File: src/rtl/rhd_frame_packetizer.sv
// Frames RHD per-channel sample words into AXI4-Stream packets for S2MM DMA:
// each frame is two magic words, a 32-bit timestamp and NUM_CH samples; TLAST ends a batch.
module rhd_frame_packetizer #(
  parameter int unsigned NUM_CH  = 32,
  parameter logic [63:0] MAGIC   = 64'hC691199927021942,
  parameter int unsigned BATCH_W = 8
) (
  input  logic               clk_dma,
  input  logic               rstn_dma,
  input  logic               en,
  input  logic [BATCH_W-1:0] batch_size,
  input  logic [31:0]        s_data,
  input  logic               s_first,
  input  logic               s_valid,
  output logic               s_ready,
  output logic [31:0]        m_axis_tdata,
  output logic               m_axis_tvalid,
  input  logic               m_axis_tready,
  output logic               m_axis_tlast,
  output logic               busy,
  output logic [7:0]         err_cnt
);

  localparam int unsigned CH_W = (NUM_CH > 1) ? $clog2(NUM_CH) : 1;

  typedef enum logic [2:0] {
    IDLE,
    WAIT_FIRST,
    MAGIC_LO,
    MAGIC_HI,
    TSTAMP,
    DATA
  } state_t;

  state_t state, state_nx;

  logic               en_q;
  logic [BATCH_W-1:0] batch_q;
  logic [BATCH_W-1:0] frame_cnt;
  logic [CH_W-1:0]    ch_idx;
  logic [31:0]        tstamp;
  logic [7:0]         err_q;

  logic               out_valid;
  logic [31:0]        out_data;
  logic               out_last;

  logic               can_load;
  logic               en_rise;
  logic               last_ch;
  logic               last_frame;
  logic               wf_stop;
  logic               data_fire;
  logic [BATCH_W-1:0] batch_eff;

  logic               ready_c;
  logic               load;
  logic [31:0]        load_data;
  logic               load_last;

  assign can_load   = !out_valid || m_axis_tready;
  assign en_rise    = en && !en_q;
  assign last_ch    = (ch_idx == CH_W'(NUM_CH - 1));
  assign last_frame = (frame_cnt == (batch_q - BATCH_W'(1)));
  assign batch_eff  = (batch_size == '0) ? BATCH_W'(1) : batch_size;
  // Between packets (no frame of a batch sent yet) a dropped enable ends the session.
  assign wf_stop    = !en && (frame_cnt == '0);
  assign data_fire  = (state == DATA) && s_valid && can_load;

  // State register
  always_ff @(posedge clk_dma or negedge rstn_dma) begin
    if (!rstn_dma) begin
      state <= IDLE;
    end else begin
      state <= state_nx;
    end
  end

  // Next-state logic
  always_comb begin
    state_nx = state;
    unique case (state)
      IDLE: begin
        if (en) state_nx = WAIT_FIRST;
      end
      WAIT_FIRST: begin
        if (wf_stop) begin
          state_nx = IDLE;
        end else if (s_valid && s_first) begin
          // Magic low word loads straight from here when possible, so frames run back-to-back.
          state_nx = can_load ? MAGIC_HI : MAGIC_LO;
        end
      end
      MAGIC_LO: begin
        if (can_load) state_nx = MAGIC_HI;
      end
      MAGIC_HI: begin
        if (can_load) state_nx = TSTAMP;
      end
      TSTAMP: begin
        if (can_load) state_nx = DATA;
      end
      DATA: begin
        if (data_fire && last_ch) begin
          state_nx = (last_frame && !en) ? IDLE : WAIT_FIRST;
        end
      end
      default: state_nx = IDLE;
    endcase
  end

  // Output / datapath control
  always_comb begin
    ready_c   = 1'b0;
    load      = 1'b0;
    load_data = '0;
    load_last = 1'b0;
    unique case (state)
      IDLE: begin
        ready_c = 1'b1;
      end
      WAIT_FIRST: begin
        if (wf_stop) begin
          ready_c = 1'b1;
        end else begin
          ready_c   = !s_first;
          load      = s_valid && s_first && can_load;
          load_data = MAGIC[31:0];
        end
      end
      MAGIC_LO: begin
        load      = can_load;
        load_data = MAGIC[31:0];
      end
      MAGIC_HI: begin
        load      = can_load;
        load_data = MAGIC[63:32];
      end
      TSTAMP: begin
        load      = can_load;
        load_data = tstamp;
      end
      DATA: begin
        ready_c   = can_load;
        load      = s_valid && can_load;
        load_data = s_data;
        load_last = last_ch && last_frame;
      end
      default: begin
        ready_c = 1'b0;
      end
    endcase
  end

  // Single output register: refills in the same cycle it hands off
  always_ff @(posedge clk_dma or negedge rstn_dma) begin
    if (!rstn_dma) begin
      out_valid <= 1'b0;
      out_data  <= '0;
      out_last  <= 1'b0;
    end else if (load) begin
      out_valid <= 1'b1;
      out_data  <= load_data;
      out_last  <= load_last;
    end else if (m_axis_tready) begin
      out_valid <= 1'b0;
    end
  end

  // Session and framing counters
  always_ff @(posedge clk_dma or negedge rstn_dma) begin
    if (!rstn_dma) begin
      en_q      <= 1'b0;
      batch_q   <= BATCH_W'(1);
      frame_cnt <= '0;
      ch_idx    <= '0;
      tstamp    <= '0;
      err_q     <= '0;
    end else begin
      en_q <= en;

      if (((state == IDLE) && en) || (data_fire && last_ch && last_frame)) begin
        batch_q <= batch_eff;
      end

      if (data_fire) begin
        ch_idx <= last_ch ? '0 : ch_idx + CH_W'(1);
        if (last_ch) begin
          frame_cnt <= last_frame ? '0 : frame_cnt + BATCH_W'(1);
        end
      end

      if ((state == IDLE) && en_rise) begin
        tstamp <= '0;
      end else if (data_fire && last_ch) begin
        tstamp <= tstamp + 32'd1;
      end

      if ((state == IDLE) && en_rise) begin
        err_q <= '0;
      end else if (data_fire && s_first && (ch_idx != '0) && (err_q != '1)) begin
        err_q <= err_q + 8'd1;
      end
    end
  end

  assign s_ready       = ready_c && rstn_dma;
  assign m_axis_tvalid = out_valid;
  assign m_axis_tdata  = out_data;
  assign m_axis_tlast  = out_last;
  assign busy          = (state != IDLE);
  assign err_cnt       = err_q;

endmodule

File: config.mk
export PLATFORM = sky130hd
export DESIGN_NAME = rhd_frame_packetizer
export DESIGN_NICKNAME = d
export VERILOG_FILES = /design/src/rtl/rhd_frame_packetizer.sv
export SDC_FILE = /design/constraint.sdc
export NUM_CORES = 1
export LEC_CHECK = 0
export CAP_MARGIN = 25
export CORE_ASPECT_RATIO = 2
export CORE_MARGIN = 4
export CORE_UTILIZATION = 40
export DETAILED_ROUTE_END_ITERATION = 7
export PLACE_DENSITY = 0.7
export SYNTH_ARGS = -nofsm -noshare
export SYNTH_HDL_FRONTEND = slang
export SYNTH_SLANG_ARGS = --single-unit
File: constraint.sdc
create_clock -name clk_dma -period 4.45 [get_ports clk_dma]
set_input_delay 0.445 -clock clk_dma [delete_from_list [all_inputs] [get_ports clk_dma]]
set_output_delay 0.445 -clock clk_dma [all_outputs]
set_load 0.05 [all_outputs]
==> results.sh <==
export IMPL_die_w_um=90.2
export IMPL_comb_power_share_pct=46.6
export IMPL_io_buffers=89
export IMPL_synthSimpleGateAreaFrac_pct=17.8
export IMPL_r2r_start="state[0]"
export IMPL_num_antenna_cells=0
export IMPL_yosys_warnings=0
export IMPL_critPathLaunch="state[0]"
export IMPL_syn_num_nets=583
export IMPL_core_area_um2=13100
export IMPL_ys_seq_elements=99
export IMPL_syn_area_per_cell_um2=10.2
export IMPL_clkSlewWorstSetupHoldPaths_ps=70
export IMPL_multi_input_area_um2=2760
export IMPL_setup_viol=0
export IMPL_drive_gt1_share_pct=12.7
export IMPL_path_class="reg2out"
export IMPL_nNetsFinal=664
export IMPL_layout_min_cycle_time_ps=3450
export IMPL_seq_area_um2=2480
export IMPL_setup_tns_ps=0
export IMPL_dp_hpwl_mm=9.77
export IMPL_final_antenna_net_count=0
export IMPL_cts_root_buf="clkbuf_16"
export IMPL_gp_congestion=0.810
export IMPL_overflow=0
export IMPL_syn_inst=529
export IMPL_drv_cap=0
export IMPL_synth_area_um2=5400
export IMPL_synth_compound_area_share_pct=8.94
export IMPL_antenna_found_initial=0
export IMPL_vias=4258
export IMPL_area_growth_pct=24.7
export IMPL_layout_common_cells="dfrtp_1 (97), clkdlybuf4s50_1 (88), nor2_1 (56), mux2_2 (43), mux2i_1 (35)"
export IMPL_die_y_um=172
export IMPL_routed_wl_mm=13.5
export IMPL_grt_pass1_wl_mm=22.3
export IMPL_synth_top_family_by_area="simple AND/OR/NAND/NOR gates"
export IMPL_crit_fanout=21
export IMPL_power_share_sequential_pct=34.0
export IMPL_rrSetupSlack_ps=1360
export IMPL_grt_pass1_vias=4490
export IMPL_cts_htree_levels=3
export IMPL_synth_area_leaders="dfrtp_1 (45%), mux2_2 (9.0%), mux2i_1 (6.5%), nor2_1 (3.9%), xnor2_1 (3.7%)"
export IMPL_synth_top_flop_cell="dfrtp_1"
export IMPL_use_met2_pct=34.3
export IMPL_clock_sinks=99
export IMPL_power_density_nw_per_um2=564
export IMPL_fmax_mhz=290
export IMPL_grt_max_degree=79
export IMPL_via_per_inst=5.56
export IMPL_start_kind="register"
export IMPL_p_sw_w=0.00157
export IMPL_row_count=59
export IMPL_use_met1_pct=19.7
export IMPL_hold_path_class="reg2reg"
export IMPL_finalHoldViolCount=0
export IMPL_clock_latency_ps=340
export IMPL_intPower_w=0.00224
export IMPL_cp_required_ps=4010
export IMPL_top_usage_layer="met2"
export IMPL_final_common_cell="dfrtp_1"
export IMPL_cellLeakagePower_nw=2.89
export IMPL_rsz0062_at_grt="no"
export IMPL_holdCritStartpoint="m_axis_tdata[13]"
export IMPL_yosys_area_top_type_share_pct=45.4
export IMPL_synth_xor_area_share_pct=6.65
export IMPL_io_pins=90
export IMPL_clock_skew_ps=7.08
export IMPL_ir_drop_uv=280
export IMPL_start_util_pct=41.1
export IMPL_drv_slew=0
export IMPL_fillers=1209
export IMPL_async_flop_share_pct=100
export IMPL_outcome="complete, no violations"
export IMPL_synth_fa_ha_area_share_pct=1.85
export IMPL_cts_resized_gates=0
export IMPL_post_place_ws_ps=1140
export IMPL_routedWlPerCell_um=17.6
export IMPL_period_share_pct=77.6
export IMPL_synth_cell_types=53
export IMPL_yosys_area_top_type="dfrtp_1"
export IMPL_die_area_um2=15500
export IMPL_synthMuxAreaShare_pct=15.4
export IMPL_grtUsageMet3_pct=3.13
export IMPL_drc_errors=0
export IMPL_cts_tree="done"
export IMPL_setup_slack_ps=997
export IMPL_worstMarginPinSlew_ps=860
export IMPL_drtPass1Iterations=4
export IMPL_cts_buffer_depth=2
export IMPL_yosysSeqAreaShare_pct=45.9
export IMPL_grtUsageTotal_pct=17.9
export IMPL_synth_edf_count=0
export IMPL_numCtsBuffers=9
export IMPL_drt_iter0_markers=261
export IMPL_p_clk_share_pct=19.4
export IMPL_p_sw_share_pct=41.2
export IMPL_cts_setup_buffers=0
export IMPL_slew_headroom_pct=42.5
export IMPL_crit_path_end_kind="output port"
export IMPL_arrival_ps=3010
[final timing paths]
kind                                     to  cells past startpoint
setup / recovery                    s_ready                      7
hold / removal             m_axis_tdata[13]                      1
setup reg to reg           m_axis_tdata[23]                      8
hold reg to reg            m_axis_tdata[13]                      1
max in group asynchronous        batch_q[0]                      4
min in group asynchronous        err_cnt[4]                      2
[kinds of logic after synthesis]
group                    Yosys count
AND/OR/NAND/NOR                  184
flip-flops                        99
multiplexers                      78
AO/OA/AOI/OAI                     77
buffers and inverters             42
XOR/XNOR                          41
adder cells (fa/ha/maj)            8
[metrics by stage]
step	hold WS, ps	utilization [%]	instances	power [W]	area (um^2)
2_1_floorplan	149	-	529	0.00255	5400
3_3_place_gp	349	48.9	749	0.00304	6420
3_5_place_dp	357	48.9	749	0.00309	6420
4_1_cts	514	51.1	765	0.00383	6710
5_1_grt	534	51.3	766	0.00402	6740
6_report	510	51.3	766	0.00380	6740
[sequential cells by signal, indices dropped and copies added, names as in the netlist]
name,flops
err_cnt,8
ch_idx,5
batch_q,8
m_axis_tlast,1
tstamp,32
state,3
m_axis_tvalid,1
m_axis_tdata,32
frame_cnt,8
en_q,1
[power by group through the flow]
stage / logic [W] / clock network, W / registers, W
after global routing: 0.00189 / 0.000798 / 0.00132
after global placement: 0.00174 / 0 / 0.00130
after CTS: 0.00179 / 0.000752 / 0.00129
after floorplan: 0.000934 / 0 / 0.00162
after detailed placement: 0.00178 / 0 / 0.00131
final: 0.00177 / 0.000738 / 0.00129
[worst max-delay path: stages, from the launching register on]
cell and delay, ps:
dfrtp_2 710, buf_4 440, inv_1 190, a21oi_2 320
nand2_1 90, a21oi_1 150, nor2b_1 60, clkdlybuf4s50_1 690
[synthesized netlist by cell type, drive strengths merged, types with 2 or more instances]
| library cell | instances |
|---|---|
| nand2 | 29 |
| nand2b | 4 |
| a22oi | 5 |
| nor3 | 15 |
| clkbuf | 16 |
| a31oi | 4 |
| nor4 | 9 |
| ha | 8 |
| and2 | 3 |
| mux2 | 43 |
| or4 | 2 |
| xor2 | 18 |
| or3 | 11 |
| and4 | 3 |
| o21a | 2 |
| nand3b | 2 |
| and3 | 6 |
| a21oi | 15 |
| buf | 11 |
| nor2 | 56 |
| nor4b | 3 |
| xnor2 | 23 |
| a311oi | 3 |
| or2 | 3 |
| mux2i | 35 |
| o21ai | 34 |
| nand4bb | 2 |
| o221ai | 3 |
| inv | 15 |
| dfrtp | 98 |
| a21o | 5 |
| nand4 | 13 |
| nand3 | 17 |
| nor2b | 3 |
[cell type report]
cell class | count | area share [%]
multi-input combinational | 388 | 41.0
sequential | 99 | 36.8
timing repair buffer | 97 | 14.4
clock buffer | 12 | 3.81
tap | 152 | 2.82
inverter | 15 | 0.835
clock inverter | 3 | 0.353
[per-layer routing]
metal	part of all wire, %	up-vias	wire length (um)
met5	0	-	0
met4	2.1	0	278
met3	3.4	19	460
met2	57	91	7670
met1	38	2118	5090
li1	-	2030	-
[repair_timing]
action / in CTS / in global routing
setup endpoints to repair: 0 / 0
hold buffers: 1 / 0
endpoints found under the hold margin: 21 / 0
(Power assumes the default switching activity.)
